`src/rtl/uart_axil_poller.sv`:
```
// AXI-Lite initiator that polls a UART status register and moves bytes between
// user AXI-Stream ports and the UART data register. Optional: UART_POLLER_TIMEOUT_EN.
module uart_axil_poller #(
  parameter int                  AXI_ALEN  = 32,
  parameter int                  AXI_DLEN  = 32,
  parameter int                  AXI_SLEN  = AXI_DLEN / 8,
  parameter int                  UART_DLEN = 8,
  parameter logic [AXI_ALEN-1:0] UART_ADDR = 32'h0,
  parameter int                  POLL_GAP  = 4,
  parameter int                  TIMEOUT   = 256
) (
  input  logic                 clk,
  input  logic                 rstn,
  output logic                 o_axi_awvalid,
  input  logic                 i_axi_awready,
  output logic [AXI_ALEN-1:0]  o_axi_awaddr,
  output logic                 o_axi_wvalid,
  input  logic                 i_axi_wready,
  output logic [AXI_DLEN-1:0]  o_axi_wdata,
  output logic [AXI_SLEN-1:0]  o_axi_wstrb,
  input  logic                 i_axi_bvalid,
  output logic                 o_axi_bready,
  input  logic [1:0]           i_axi_bresp,
  output logic                 o_axi_arvalid,
  input  logic                 i_axi_arready,
  output logic [AXI_ALEN-1:0]  o_axi_araddr,
  input  logic                 i_axi_rvalid,
  output logic                 o_axi_rready,
  input  logic [AXI_DLEN-1:0]  i_axi_rdata,
  input  logic [1:0]           i_axi_rresp,
  input  logic                 i_tx_tvalid,
  output logic                 o_tx_tready,
  input  logic [UART_DLEN-1:0] i_tx_tdata,
  output logic                 o_rx_tvalid,
  input  logic                 i_rx_tready,
  output logic [UART_DLEN-1:0] o_rx_tdata,
  output logic                 o_err,
  output logic [1:0]           o_err_resp
);

  localparam logic [2:0] S_IDLE    = 3'd0;
  localparam logic [2:0] S_POLL_AR = 3'd1;
  localparam logic [2:0] S_POLL_R  = 3'd2;
  localparam logic [2:0] S_WR      = 3'd3;
  localparam logic [2:0] S_WR_B    = 3'd4;
  localparam logic [2:0] S_RD_AR   = 3'd5;
  localparam logic [2:0] S_RD_R    = 3'd6;
  localparam logic [2:0] S_GAP     = 3'd7;

  localparam int GW = (POLL_GAP > 1) ? $clog2(POLL_GAP) : 1;

  logic [2:0]           r_state;
  logic [GW-1:0]        r_gap_cnt;
  logic                 r_awvalid;
  logic [AXI_ALEN-1:0]  r_awaddr;
  logic                 r_wvalid;
  logic [AXI_DLEN-1:0]  r_wdata;
  logic [AXI_SLEN-1:0]  r_wstrb;
  logic                 r_bready;
  logic                 r_arvalid;
  logic [AXI_ALEN-1:0]  r_araddr;
  logic                 r_rready;
  logic                 r_tx_tready;
  logic                 r_rx_tvalid;
  logic [UART_DLEN-1:0] r_rx_tdata;
  logic                 r_err;
  logic [1:0]           r_err_resp;

  logic w_aw_done;
  logic w_w_done;
  logic w_unused;

  // A write channel is finished once its valid is low or is being accepted now.
  assign w_aw_done = !r_awvalid || i_axi_awready;
  assign w_w_done  = !r_wvalid  || i_axi_wready;
  assign w_unused  = ^i_axi_rdata;

`ifdef UART_POLLER_TIMEOUT_EN
  localparam int TW = (TIMEOUT > 1) ? $clog2(TIMEOUT) : 1;

  logic [TW-1:0] r_to_cnt;
  logic          w_wait;
  logic          w_hs;

  assign w_wait = (r_state != S_IDLE) && (r_state != S_GAP);

  // Handshake that lets the current waiting state advance this cycle.
  always_comb begin
    w_hs = 1'b0;
    case (r_state)
      S_POLL_AR, S_RD_AR: w_hs = i_axi_arready;
      S_POLL_R, S_RD_R:   w_hs = i_axi_rvalid;
      S_WR:               w_hs = w_aw_done && w_w_done;
      S_WR_B:             w_hs = i_axi_bvalid;
      default:            w_hs = 1'b0;
    endcase
  end
`else
  logic [31:0] w_unused_to;
  assign w_unused_to = TIMEOUT;
`endif

  // Poller FSM with all AXI and stream outputs held in registers.
  always_ff @(posedge clk) begin
    if (!rstn) begin
      r_state     <= S_IDLE;
      r_gap_cnt   <= '0;
      r_awvalid   <= 1'b0;
      r_awaddr    <= '0;
      r_wvalid    <= 1'b0;
      r_wdata     <= '0;
      r_wstrb     <= '0;
      r_bready    <= 1'b0;
      r_arvalid   <= 1'b0;
      r_araddr    <= '0;
      r_rready    <= 1'b0;
      r_tx_tready <= 1'b0;
      r_rx_tvalid <= 1'b0;
      r_rx_tdata  <= '0;
      r_err       <= 1'b0;
      r_err_resp  <= 2'b00;
`ifdef UART_POLLER_TIMEOUT_EN
      r_to_cnt    <= '0;
`endif
    end else begin
      r_tx_tready <= 1'b0;
      if (r_rx_tvalid && i_rx_tready) begin
        r_rx_tvalid <= 1'b0;
      end

      case (r_state)
        S_IDLE: begin
          r_arvalid <= 1'b1;
          r_araddr  <= UART_ADDR + AXI_ALEN'(1);
          r_state   <= S_POLL_AR;
        end
        S_POLL_AR: begin
          if (i_axi_arready) begin
            r_arvalid <= 1'b0;
            r_rready  <= 1'b1;
            r_state   <= S_POLL_R;
          end
        end
        S_POLL_R: begin
          if (i_axi_rvalid) begin
            r_rready <= 1'b0;
            // Status bits: [0] tx ready, [4] rx byte available; rx wins.
            if (i_axi_rresp != 2'b00) begin
              r_err      <= 1'b1;
              r_err_resp <= i_axi_rresp;
              r_gap_cnt  <= '0;
              r_state    <= S_GAP;
            end else if (i_axi_rdata[4] && !r_rx_tvalid) begin
              r_arvalid <= 1'b1;
              r_araddr  <= UART_ADDR;
              r_state   <= S_RD_AR;
            end else if (i_axi_rdata[0] && i_tx_tvalid) begin
              r_tx_tready <= 1'b1;
              r_awvalid   <= 1'b1;
              r_awaddr    <= UART_ADDR;
              r_wvalid    <= 1'b1;
              r_wdata     <= {{(AXI_DLEN-UART_DLEN){1'b0}}, i_tx_tdata};
              r_wstrb     <= AXI_SLEN'(1);
              r_state     <= S_WR;
            end else begin
              r_gap_cnt <= '0;
              r_state   <= S_GAP;
            end
          end
        end
        S_WR: begin
          if (r_awvalid && i_axi_awready) begin
            r_awvalid <= 1'b0;
          end
          if (r_wvalid && i_axi_wready) begin
            r_wvalid <= 1'b0;
          end
          if (w_aw_done && w_w_done) begin
            r_bready <= 1'b1;
            r_state  <= S_WR_B;
          end
        end
        S_WR_B: begin
          if (i_axi_bvalid) begin
            r_bready <= 1'b0;
            if (i_axi_bresp != 2'b00) begin
              r_err      <= 1'b1;
              r_err_resp <= i_axi_bresp;
            end
            r_state <= S_IDLE;
          end
        end
        S_RD_AR: begin
          if (i_axi_arready) begin
            r_arvalid <= 1'b0;
            r_rready  <= 1'b1;
            r_state   <= S_RD_R;
          end
        end
        S_RD_R: begin
          if (i_axi_rvalid) begin
            r_rready <= 1'b0;
            if (i_axi_rresp == 2'b00) begin
              r_rx_tdata  <= i_axi_rdata[UART_DLEN-1:0];
              r_rx_tvalid <= 1'b1;
            end else begin
              r_err      <= 1'b1;
              r_err_resp <= i_axi_rresp;
            end
            r_state <= S_IDLE;
          end
        end
        S_GAP: begin
          if (r_gap_cnt == GW'(POLL_GAP - 1)) begin
            r_gap_cnt <= '0;
            r_state   <= S_IDLE;
          end else begin
            r_gap_cnt <= r_gap_cnt + GW'(1);
          end
        end
        default: begin
          r_awvalid <= 1'b0;
          r_wvalid  <= 1'b0;
          r_bready  <= 1'b0;
          r_arvalid <= 1'b0;
          r_rready  <= 1'b0;
          r_state   <= S_IDLE;
        end
      endcase

`ifdef UART_POLLER_TIMEOUT_EN
      // Watchdog overrides the FSM: abandon the stalled handshake entirely.
      if (!w_wait || w_hs) begin
        r_to_cnt <= '0;
      end else if (r_to_cnt == TW'(TIMEOUT - 1)) begin
        r_to_cnt    <= '0;
        r_awvalid   <= 1'b0;
        r_wvalid    <= 1'b0;
        r_bready    <= 1'b0;
        r_arvalid   <= 1'b0;
        r_rready    <= 1'b0;
        r_tx_tready <= 1'b0;
        r_err       <= 1'b1;
        r_err_resp  <= 2'b11;
        r_state     <= S_IDLE;
      end else begin
        r_to_cnt <= r_to_cnt + TW'(1);
      end
`endif
    end
  end

  assign o_axi_awvalid = r_awvalid;
  assign o_axi_awaddr  = r_awaddr;
  assign o_axi_wvalid  = r_wvalid;
  assign o_axi_wdata   = r_wdata;
  assign o_axi_wstrb   = r_wstrb;
  assign o_axi_bready  = r_bready;
  assign o_axi_arvalid = r_arvalid;
  assign o_axi_araddr  = r_araddr;
  assign o_axi_rready  = r_rready;
  assign o_tx_tready   = r_tx_tready;
  assign o_rx_tvalid   = r_rx_tvalid;
  assign o_rx_tdata    = r_rx_tdata;
  assign o_err         = r_err;
  assign o_err_resp    = r_err_resp;

endmodule

```
`config.mk`:
```
export PLATFORM = sky130hd
export DESIGN_NAME = uart_axil_poller
export DESIGN_NICKNAME = d
export VERILOG_FILES = /design/src/rtl/uart_axil_poller.sv
export SDC_FILE = /design/constraint.sdc
export NUM_CORES = 1
export LEC_CHECK = 0
export CAP_MARGIN = 15
export CORE_MARGIN = 10
export CORE_UTILIZATION = 37
export CTS_BUF_LIST = sky130_fd_sc_hd__clkbuf_8
export CTS_CLUSTER_SIZE = 16
export DETAILED_ROUTE_END_ITERATION = 12
export PLACE_DENSITY_LB_ADDON = 0.3
export REMOVE_ABC_BUFFERS = 1
export SETUP_SLACK_MARGIN = 0.15
export SLEW_MARGIN = 20
export SYNTH_ARGS = -nofsm -noshare
export SYNTH_HDL_FRONTEND = slang
export SYNTH_SLANG_ARGS = --single-unit
```
`constraint.sdc`:
```
create_clock -name clk -period 4.19 [get_ports clk]
set_input_delay 0.838 -clock clk [delete_from_list [all_inputs] [get_ports clk]]
set_output_delay 0.838 -clock clk [all_outputs]
set_load 0.02 [all_outputs]
```
==> flow_summary.rst, run 1 <==
.. list-table::
   :header-rows: 1

   * - Metric
     - Value
   * - Complex-gate fraction of the synthesized area
     - 0.112
   * - Fraction of final layout cells sized beyond drive strength 1
     - 0.0525
   * - Worst Setup Start Kind
     - input pin
   * - Die area
     - between 9000 and 10,000 um2
   * - Skew-Pair Late Insertion Delay
     - between 200 and 300 ps
   * - Width of the die
     - about 96 um
   * - Fraction of the yosys area taken by sequential cells
     - 0.308
   * - Global Route Usage Sum
     - 0.104
   * - Setup repair after global routing missed its margin
     - false
   * - Post-route worst setup slack
     - ~1800 ps
   * - Floorplan row count
     - 27
   * - Layout area overhead
     - 17.9%
   * - Maximum vdd drop
     - 0.218 mV
   * - Worst Path Required
     - between 4000 and 5000 ps
   * - Max-slew violation count
     - 0
   * - Number of diodes
     - 0
   * - Final std cells w/o fill
     - ~380
   * - Final antenna-violating net count
     - 0
   * - Xor-xnor portion of the synthesized cell area
     - 0
   * - Cell-internal power
     - 683 uW
   * - Length of the first detailed-routing pass in iterations
     - 6
   * - Max H-tree Level
     - 2
   * - Cell at the root of the clock tree
     - clkbuf_8
   * - Number of instances in the synthesized netlist
     - between 200 and 250
   * - Buf+Inv Stages, Crit Path
     - 1
   * - Clock-pin transition on the worst setup and hold timing paths
     - ~70 ps
   * - Floorplan Core Area
     - between 5000 and 6000 um2
   * - Switching power total
     - ~380 uW
   * - Synthesized flop and latch total
     - 33
   * - Crit Path Class
     - input pin to register
   * - Multiplexer share of the synthesized area
     - 0.0839
   * - Worst-path fanout max
     - 12
   * - Routed wire length per instance
     - between 10 and 15 um
   * - Pre-CTS setup slack
     - ~1500 ps
   * - Placer congestion estimate
     - roughly 0.84
   * - Arrival time worst endpoint
     - between 2000 and 3000 ps
   * - Slew at the pin closest to its max-slew limit
     - ~530 ps
   * - Worst setup EP type
     - register
   * - Drt total wl
     - approximately 5200 um
   * - Number of antenna violations at the first check in global routing
     - 0
   * - DRC
     - 0
   * - Global-route wire length before repair
     - 7560 um
   * - Adder and majority gate portion of the synthesized area
     - 0.00582
   * - Mapped cell area
     - around 2100 um2
   * - Normalized max-slew margin
     - 0.643
   * - Avg Inst Size Synth
     - about 8.6 um2
   * - Remaining global-route overflow
     - 0
   * - Share of power burned in the clock network
     - 0.288
   * - Switching power as a share of total power
     - 0.357
   * - Initial core utilization
     - 0.385
   * - Final Hold Violating Endpoints
     - 0
   * - Fraction of the core area covered by cells at the end of the flow
     - 0.454
   * - Sequential Power Share
     - 0.384
   * - Count of synthesis-stage warnings from yosys
     - 0
   * - Ports
     - roughly 170
   * - # Max-Cap Violations
     - 0
   * - Vias in the first global route
     - around 1,600
   * - Post-cts repair resize count
     - 0
   * - Hold Worst Slack
     - 450 ps
   * - Combinational family with the most area after synthesis
     - buffers and inverters
   * - Clock sinks
     - 33
   * - Share of the clock period used by the worst path after layout
     - 0.577
   * - Post-place instance area
     - 2420 um2
   * - Number of buffers created by CTS
     - 5
   * - Post-synthesis simple-gate area fraction
     - 0.145
   * - Post-layout power
     - ~1.1 mW
   * - Clock Tree Buf Depth
     - 2
   * - Yosys cell types
     - 43
   * - Critical path cell sequence
     - clkdlybuf4s50_1 > nor4_2 > nand4b_2 > a221oi_2
   * - Port Buf Inserts
     - 56
   * - Die Span Y
     - 96.2 um
   * - Setup total negative slack
     - 0 ps
   * - CTS Hold Buffers Added
     - 0
   * - Post-layout minimum cycle time
     - around 2400 ps
   * - Logic pwr share
     - 0.327
   * - Net count reported at finish
     - 358
   * - Largest net degree at the start of global routing
     - 29
   * - Family of cells with the greatest summed delay on the critical path
     - simple AND/OR/NAND/NOR gates
   * - Areal power density over the cells
     - around 420 nW/um2
   * - Path class of the lowest-slack min-delay path
     - register to register
   * - Cell area after layout
     - about 2500 um2
   * - Avg Vias per Cell
     - 4.16
   * - Run status
     - finished clean
   * - DR vias
     - around 1,600
   * - Largest clock skew in the final design
     - around 3.5 ps
   * - Violation count after the first detailed-route iteration
     - 46
   * - TritonCTS clock tree
     - done
   * - Slowest Stage Delay on Critical Path
     - approximately 540 ps
   * - Number of failing setup endpoints in the final timing report
     - 0
   * - Post-CTS setup buffer count
     - 0
   * - Cell at the slowest stage of the critical path
     - clkdlybuf4s50_1
   * - Maximum clock frequency
     - 413 MHz
   * - Static Leakage
     - roughly 1.1 nW
   * - Dpl hpwl
     - around 4200 um
   * - Number of placed instances, taps included
     - about 370
[metal layers]
layer,up-vias,share of wire,track usage
li1,760,-,-
met1,699,0.34,0.102
met2,101,0.48,0.179
met3,7,0.17,0.0529
met4,0,0.011,0.0455
met5,-,0,0
[final timing paths]
check	start	endpoint	slack (ps)	depth (start not counted)
worst max register to register	r_state[0]	o_axi_awvalid	2350	3
worst max-delay path	i_axi_rresp[1]	o_axi_awvalid	1770	4
worst min-delay path	o_axi_wstrb[0]	o_axi_wstrb[0]	450	2
worst min register to register	o_axi_wstrb[0]	o_axi_wstrb[0]	450	2
[state kept, by name, indices dropped and copies added, names as in the netlist]
| signal | cells |
|---|---|
| o_axi_araddr | 1 |
| o_axi_arvalid | 1 |
| o_axi_awvalid | 1 |
| o_axi_bready | 1 |
| o_axi_rready | 1 |
| o_axi_wdata | 8 |
| o_axi_wstrb | 1 |
| o_axi_wvalid | 1 |
| o_err | 1 |
| o_err_resp | 2 |
| o_rx_tdata | 8 |
| o_rx_tvalid | 1 |
| o_tx_tready | 1 |
| r_gap_cnt | 2 |
| r_state | 3 |
[cell families after synthesis]
family	count (synthesis)
buf+inv	103
simple gates	59
compound gates	34
flops	33
mux	18
fa+ha+maj	1
other cells	1
[synth_stat cells (all sizes together)]
cell	n	share of area
buf	95	0.33
dfxtp	33	0.31
nor2	26	0.045
mux2i	18	0.084
a21oi	11	0.026
nand2	10	0.017
o21ai	7	0.016
inv	6	0.010
nor2b	4	0.012
nand3	3	0.0070
a311oi	2	0.0082
a31oi	2	0.0058
and2	2	0.0058
and3b	2	0.0082
clkbuf	2	0.0035
nand4b	2	0.011
nor3b	2	0.0093
or3b	2	0.0082
a21boi	1	0.0035
a221oi	1	0.0070
a311o	1	0.0047
and4	1	0.0041
conb	1	0.0017
ha	1	0.0058
nand2b	1	0.0029
nor3	1	0.0023
nor4	1	0.0058
o211a	1	0.0047
o211ai	1	0.0035
o21a	1	0.0035
o21bai	1	0.0052
o221a	1	0.0052
o22ai	1	0.0029
o311a	1	0.0047
o31ai	1	0.0035
o32ai	1	0.0076
or2	1	0.0029
or3	1	0.0029
[cells in the final DEF (no fill, tap or decap), types with 2 or more instances in the layout]
| master | count |
|---|---|
| a21oi_1 | 11 |
| conb_1 | 90 |
| nor2_1 | 26 |
| nand2_1 | 10 |
| o21ai_0 | 7 |
| mux2i_1 | 18 |
| nor2b_1 | 4 |
| clkbuf_8 | 6 |
| inv_1 | 6 |
| a311oi_1 | 2 |
| and3b_1 | 2 |
| dfxtp_1 | 33 |
| clkdlybuf4s50_1 | 56 |
| and2_1 | 2 |
| a31oi_1 | 2 |
| nand3_1 | 3 |
| or3b_1 | 2 |
[worst min-delay path: cells and delay by family, from the launching register on]
kind                   cells  cell delay (ps)
AOI/OAI and AO/OA          1               50
buffers and inverters      1               50
DFF                        1              310
[power groups by stage]
stage          Clock, mW  Sequential (mW)  Combinational, mW
4_1_cts            0.318            0.407              0.345
6_report           0.306            0.408              0.347
5_1_grt            0.328            0.417              0.379
3_3_place_gp           0            0.413              0.344
3_5_place_dp           0            0.414              0.342
2_1_floorplan          0            0.434              0.199
[layout make-up]
cell class,instances,area (um2)
Tap cell,72,90.1
Inverter,6,22.5
Timing Repair Buffer,56,561
Multi-Input combinational cell,202,1080
Sequential cell,33,661
Fill cell,566,3040
Clock buffer,6,82.6
Clock inverter,2,33.8
Power figures use the tool's default switching activity.
==> inputs of run 2 (changes only) <==
--- a/config.mk
+++ b/config.mk
@@ -7,7 +7,7 @@
 export LEC_CHECK = 0
 export CAP_MARGIN = 15
 export CORE_MARGIN = 10
-export CORE_UTILIZATION = 37
+export CORE_UTILIZATION = 34
 export CTS_BUF_LIST = sky130_fd_sc_hd__clkbuf_8
 export CTS_CLUSTER_SIZE = 16
 export DETAILED_ROUTE_END_ITERATION = 12
==> constraint.sdc (replaced) <==
create_clock -name clk -period 2.3 [get_ports clk]
set_input_delay 0.46 -clock clk [delete_from_list [all_inputs] [get_ports clk]]
set_output_delay 0.46 -clock clk [all_outputs]
set_load 0.02 [all_outputs]
==> run 2 against run 1 <==
Against the previous run: combinational power grew 83%; total power grew 69%; wire length is 0.34% higher; clock skew increased by 7.4 ps; sequential share of layout area up 0.078 points; final cell count up 1.6%; critical endpoint is now o_rx_tdata[5]; largest cell class unchanged.
==> flow_summary.rst, run 2 (synthesis gave the netlist of run 1 again) <==
.. list-table::
   :header-rows: 1

   * - Metric
     - Value
   * - CTS Hold Buffers Added
     - 0
   * - DRC
     - 0
   * - Storage cell area
     - 661 um2
   * - Post-cts repair resize count
     - 0
   * - Floorplan Core Area
     - between 6000 and 7000 um2
   * - Routed wire length per instance
     - about 14 um
   * - Width of the die
     - ~100 um
   * - Cell area after layout
     - around 2500 um2
   * - Post-layout minimum cycle time
     - between 1500 and 2000 ps
   * - Static Leakage
     - approximately 1.1 nW
   * - Share of power burned in the clock network
     - 0.232
   * - Cell-internal power
     - 1.10 mW
   * - Floorplan row count
     - 28
   * - Path class of the lowest-slack min-delay path
     - register to register
   * - Fraction of final layout cells sized beyond drive strength 1
     - 0.0617
   * - Cell depth of the worst flop-to-flop path
     - 4
   * - Die area
     - about 9900 um2
   * - Clock sinks
     - 33
   * - Normalized max-slew margin
     - 0.654
   * - Placer congestion estimate
     - between 0.8 and 0.9
   * - Drt total wl
     - about 5200 um
   * - Arrival time worst endpoint
     - 1940 ps
   * - Crit Path Class
     - input pin to register
   * - Global-route wire length before repair
     - approximately 8000 um
   * - Worst setup EP type
     - register
   * - Commonest cells after routing, fill and taps aside
     - 90 x conb_1, 56 x clkdlybuf4s50_1, 33 x dfxtp_1, 26 x nor2_1, 18 x mux2i_1
   * - Post-place instance area
     - around 2400 um2
   * - Areal power density over the cells
     - about 710 nW/um2
   * - Worst Setup Start Kind
     - input pin
   * - Die Span Y
     - a little under 100 um
   * - Setup total negative slack
     - 0 ps
   * - Maximum clock frequency
     - between 500 and 600 MHz
   * - Fraction of the core area covered by cells at the end of the flow
     - 0.419
   * - Global Route Usage Sum
     - 0.0983
   * - Most frequent standard cell in the layout excluding fill and tap cells
     - conb_1
   * - Number of buffers created by CTS
     - 5
   * - Setup repair after global routing missed its margin
     - false
   * - Skew-Pair Late Insertion Delay
     - approximately 280 ps
   * - Layout area overhead
     - 17.5%
   * - Largest clock skew in the final design
     - 10.9 ps
   * - Number of diodes
     - 0
   * - Ports
     - 171
   * - Met2 wire len
     - approximately 2600 um
   * - Area of combinational cells with multiple inputs
     - roughly 1100 um2
   * - Switching power total
     - about 690 uW
   * - Port Buf Inserts
     - 56
   * - Initial core utilization
     - 0.357
   * - Highest metal layer with signal wires
     - met4
   * - Avg Vias per Cell
     - just over 4
   * - Metal3 WL
     - 823 um
   * - Dpl hpwl
     - between 4000 and 5000 um
   * - Worst-path fanout max
     - 9
   * - Slew at the pin closest to its max-slew limit
     - about 520 ps
   * - Run status
     - finished clean
   * - Sequential Power Share
     - 0.414
   * - Net count reported at finish
     - 361
   * - Worst Path Required
     - 2450 ps
   * - Number of failing setup endpoints in the final timing report
     - 0
   * - DR vias
     - 1,546
   * - Maximum vdd drop
     - between 0.3 and 0.4 mV
   * - Max-slew violation count
     - 0
   * - Share of the clock period used by the worst path after layout
     - 0.779
   * - Routed metal-1 wirelength
     - 1820 um
   * - TritonCTS clock tree
     - done
   * - Hold Path Stages
     - 2
   * - Post-CTS setup buffer count
     - 0
   * - Number of antenna violations at the first check in global routing
     - 0
   * - Cell at the root of the clock tree
     - clkbuf_8
   * - Final Hold Violating Endpoints
     - 0
   * - Clock Tree Buf Depth
     - 2
   * - Fillers
     - 612
   * - Final antenna-violating net count
     - 0
   * - Post-layout power
     - between 1.5 and 2 mW
   * - Switching power as a share of total power
     - 0.387
   * - Post-route worst setup slack
     - approximately 510 ps
   * - # Max-Cap Violations
     - 0
   * - Clock-pin transition on the worst setup and hold timing paths
     - approximately 70 ps
   * - Vias in the first global route
     - between 1,500 and 2,000
   * - Max H-tree Level
     - 2
   * - Violation count after the first detailed-route iteration
     - 66
   * - Remaining global-route overflow
     - 0
   * - Largest net degree at the start of global routing
     - 29
   * - Pre-CTS setup slack
     - 213 ps
   * - Length of the first detailed-routing pass in iterations
     - 4
   * - Logic pwr share
     - 0.354
-- run 2: cell types whose count changed in the layout (fill, tap and decap cells not counted), sizes merged --
cell,change
clkinv,+2
bufinv,-1
clkbuf,-1
buf,+3
-- run 2: final cells by class --
type	count	area share
Tap cell	75	0.0372
Timing Repair Buffer	59	0.231
Sequential cell	33	0.262
Multi-Input combinational cell	202	0.429
Inverter	6	0.00892
Clock inverter	3	0.00545
Clock buffer	5	0.0273
-- run 2: path summary, 6_finish.rpt --
path                  start  slack, ps             end
min reg2reg  o_axi_wstrb[0]        450  o_axi_wstrb[0]
min          o_axi_wstrb[0]        450  o_axi_wstrb[0]
max          i_axi_rresp[1]        510   o_rx_tdata[5]
max reg2reg      r_state[1]        530   o_err_resp[0]
-- run 2: metrics by stage --
| step | std cells | hold slack (ps) |
|---|---|---|
| 2_1_floorplan | 241 | 507 |
| 3_3_place_gp | 375 | 436 |
| 3_5_place_dp | 375 | 437 |
| 4_1_cts | 383 | 449 |
| 5_1_grt | 383 | 473 |
| 6_report | 383 | 448 |
-- run 2: critical path: stages --
cell,delay (ps)
clkdlybuf4s50_1,530
nor3_1,270
and4_1,210
buf_4,200
mux2i_1,210
nor2_1,50
-- run 2: power by group through the flow --
stage,sequential (mW),clock [mW],combinational (mW)
2_1_floorplan,0.790,0,0.362
3_3_place_gp,0.753,0,0.630
3_5_place_dp,0.752,0,0.629
4_1_cts,0.741,0.437,0.631
5_1_grt,0.760,0.462,0.694
6_report,0.743,0.416,0.635
-- run 2: layer usage --
layer | GRT usage | vias to the layer above
met5 | 0 | -
met2 | 0.163 | 89
li1 | - | 764
met1 | 0.0948 | 687
met3 | 0.0747 | 6
met4 | 0.0243 | 0
==> inputs of run 3 (changes only) <==
--- a/config.mk
+++ b/config.mk
@@ -7,7 +7,7 @@
 export LEC_CHECK = 0
 export CAP_MARGIN = 15
 export CORE_MARGIN = 10
-export CORE_UTILIZATION = 34
+export CORE_UTILIZATION = 31
 export CTS_BUF_LIST = sky130_fd_sc_hd__clkbuf_8
 export CTS_CLUSTER_SIZE = 16
 export DETAILED_ROUTE_END_ITERATION = 12
==> constraint.sdc (replaced) <==
create_clock -name clk -period 1.5 [get_ports clk]
set_input_delay 0.3 -clock clk [delete_from_list [all_inputs] [get_ports clk]]
set_output_delay 0.3 -clock clk [all_outputs]
set_load 0.02 [all_outputs]
==> run 3 against run 2 <==
Against the previous run: clock power grew 60%; wire length grew 7.7%; via count grew 8.3%; largest power group is now combinational logic; highest routed layer unchanged.
==> flow_summary.rst, run 3 (synthesis gave the netlist of run 1 again) <==
.. list-table::
   :header-rows: 1

   * - Metric
     - Value
   * - Largest net degree at the start of global routing
     - 14
   * - Cell area after layout
     - ~2800 um2
   * - Share of the clock period used by the worst path after layout
     - 0.895
   * - Number of failing setup endpoints in the final timing report
     - 0
   * - Remaining global-route overflow
     - 0
   * - Fraction of final layout cells sized beyond drive strength 1
     - 0.203
   * - Cell at the root of the clock tree
     - clkbuf_8
   * - Highest metal layer with signal wires
     - met4
   * - Maximum vdd drop
     - about 0.55 mV
   * - Skew-Pair Late Insertion Delay
     - between 200 and 300 ps
   * - Post-layout minimum cycle time
     - between 1000 and 1500 ps
   * - Initial core utilization
     - 0.318
   * - Layout area overhead
     - 31.1%
   * - Crit Path Class
     - register to register
   * - Areal power density over the cells
     - 1100 nW/um2
   * - Setup repair after global routing missed its margin
     - true
   * - DRC
     - 0
   * - Slowest Stage Delay on Critical Path
     - 380 ps
   * - Critical path cell sequence
     - nor4_4 > nand4b_4 > buf_6 > mux2i_1 > nor2_1
   * - Final Hold Violating Endpoints
     - 0
   * - Dpl hpwl
     - 4640 um
   * - Number of diodes
     - 0
   * - Die area
     - between 10,000 and 15,000 um2
   * - Net count reported at finish
     - between 300 and 400
   * - Commonest cells after routing, fill and taps aside
     - 90 x conb_1, 29 x dfxtp_1, 26 x dlygate4sd2_1, 26 x buf_4
   * - Worst setup EP type
     - register
   * - Maximum clock frequency
     - approximately 740 MHz
   * - Path class of the lowest-slack min-delay path
     - register to register
   * - Max H-tree Level
     - 2
   * - Cell at the slowest stage of the critical path
     - dfxtp_4
   * - Global-route wire length before repair
     - just under 8000 um
   * - Arrival time worst endpoint
     - 1510 ps
   * - Most frequent standard cell in the layout excluding fill and tap cells
     - conb_1
   * - Floorplan row count
     - 30
   * - Post-place instance area
     - between 2000 and 3000 um2
   * - Die Span Y
     - around 100 um
   * - Floorplan Core Area
     - 6760 um2
   * - Clock-pin transition on the worst setup and hold timing paths
     - 70 ps
   * - Run status
     - finished clean
   * - Post-layout power
     - roughly 3.1 mW
   * - Vias in the first global route
     - 1,583
   * - Worst Setup Start Kind
     - register
   * - Met2 wire len
     - 2660 um
   * - CTS Hold Buffers Added
     - 0
   * - Number of antenna violations at the first check in global routing
     - 0
   * - Length of the first detailed-routing pass in iterations
     - 4
   * - Drt total wl
     - between 5000 and 6000 um
   * - Largest clock skew in the final design
     - 6.75 ps
   * - DR vias
     - approximately 1,700
   * - Avg Vias per Cell
     - 4.04
   * - Max-slew violation count
     - 0
   * - Buf+Inv Stages, Crit Path
     - 1
   * - Family of cells with the greatest summed delay on the critical path
     - simple AND/OR/NAND/NOR gates
   * - Width of the die
     - between 100 and 150 um
   * - Global Route Usage Sum
     - 0.0927
   * - Number of buffers created by CTS
     - 5
   * - Violation count after the first detailed-route iteration
     - 40
   * - Worst Path Required
     - ~1700 ps
   * - Static Leakage
     - between 1 and 1.5 nW
   * - Clock sinks
     - 33
   * - Port Buf Inserts
     - 56
   * - Final antenna-violating net count
     - 0
   * - Hold Worst Slack
     - between 400 and 500 ps
   * - Placer congestion estimate
     - around 0.87
   * - Worst-path fanout max
     - 6
   * - Metal3 WL
     - 880 um
   * - Ports
     - roughly 170
   * - Clock Tree Buf Depth
     - 2
   * - # Max-Cap Violations
     - 0
   * - Routed metal-1 wirelength
     - ~2100 um
   * - TritonCTS clock tree
     - done
   * - Routed wire length per instance
     - roughly 14 um
## run 3: cell types whose count changed in the layout (fill, tap and decap cells not counted), sizes merged
cell	previous run	this run
clkinv	2	0
clkbuf	5	10
clkdlybuf4s15	0	1
buf	3	31
clkdlybuf4s50	56	25
dlygate4sd2	0	26
## run 3: tightest hold or removal path, stage by stage (launching register included)
cell and delay, ps:
dfxtp_1 310, inv_1 40, a21oi_1 50
## run 3: worst paths after layout
check | to | start | slack, ps | cells past startpoint
setup / recovery | o_axi_wdata[3] | r_state[0] | 160 | 5
hold / removal | o_axi_wstrb[0] | o_axi_wstrb[0] | 450 | 2
setup reg to reg | o_axi_wdata[3] | r_state[0] | 160 | 5
hold reg to reg | o_axi_wstrb[0] | o_axi_wstrb[0] | 450 | 2
## run 3: cell type report
type                            instances  area [um2]
Fill cell                             705        3940
Multi-Input combinational cell        202        1180
Timing Repair Buffer                   87         759
Sequential cell                        33         671
Tap cell                               80         100
Clock buffer                            6        82.6
Inverter                                6        22.5
Clock inverter                          1        3.75
## run 3: through the flow
step | setup TNS, ps | setup WS [ps] | cells | utilization
after CTS | 0 | 130 | 412 | 0.407
after global routing | 0 | 71.0 | 415 | 0.417
final | 0 | 157 | 415 | 0.417
after global placement | -9080 | -367 | 404 | 0.389
after floorplan | -396 | -58.3 | 241 | -
after detailed placement | -9290 | -390 | 404 | 0.389
## run 3: what timing repair did
action / CTS / global route
cloned: 0 / 0
gates resized for setup: 47 / 28
setup endpoints to repair: 59 / 29
setup buffers: 1 / 3
pin swaps: 8 / 12
endpoints found under the hold margin: 0 / 0
## run 3: power breakdown
group	switching (mW)	internal [mW]
sequential	0.109	0.999
combinational	0.754	0.567
clock	0.310	0.357
total	1.17	1.92
## run 3: per-layer routing
metal | GRT usage | up-vias
li1 | - | 819
met1 | 0.0959 | 756
met2 | 0.154 | 94
met3 | 0.0532 | 6
met4 | 0.0332 | 0
met5 | 0 | -
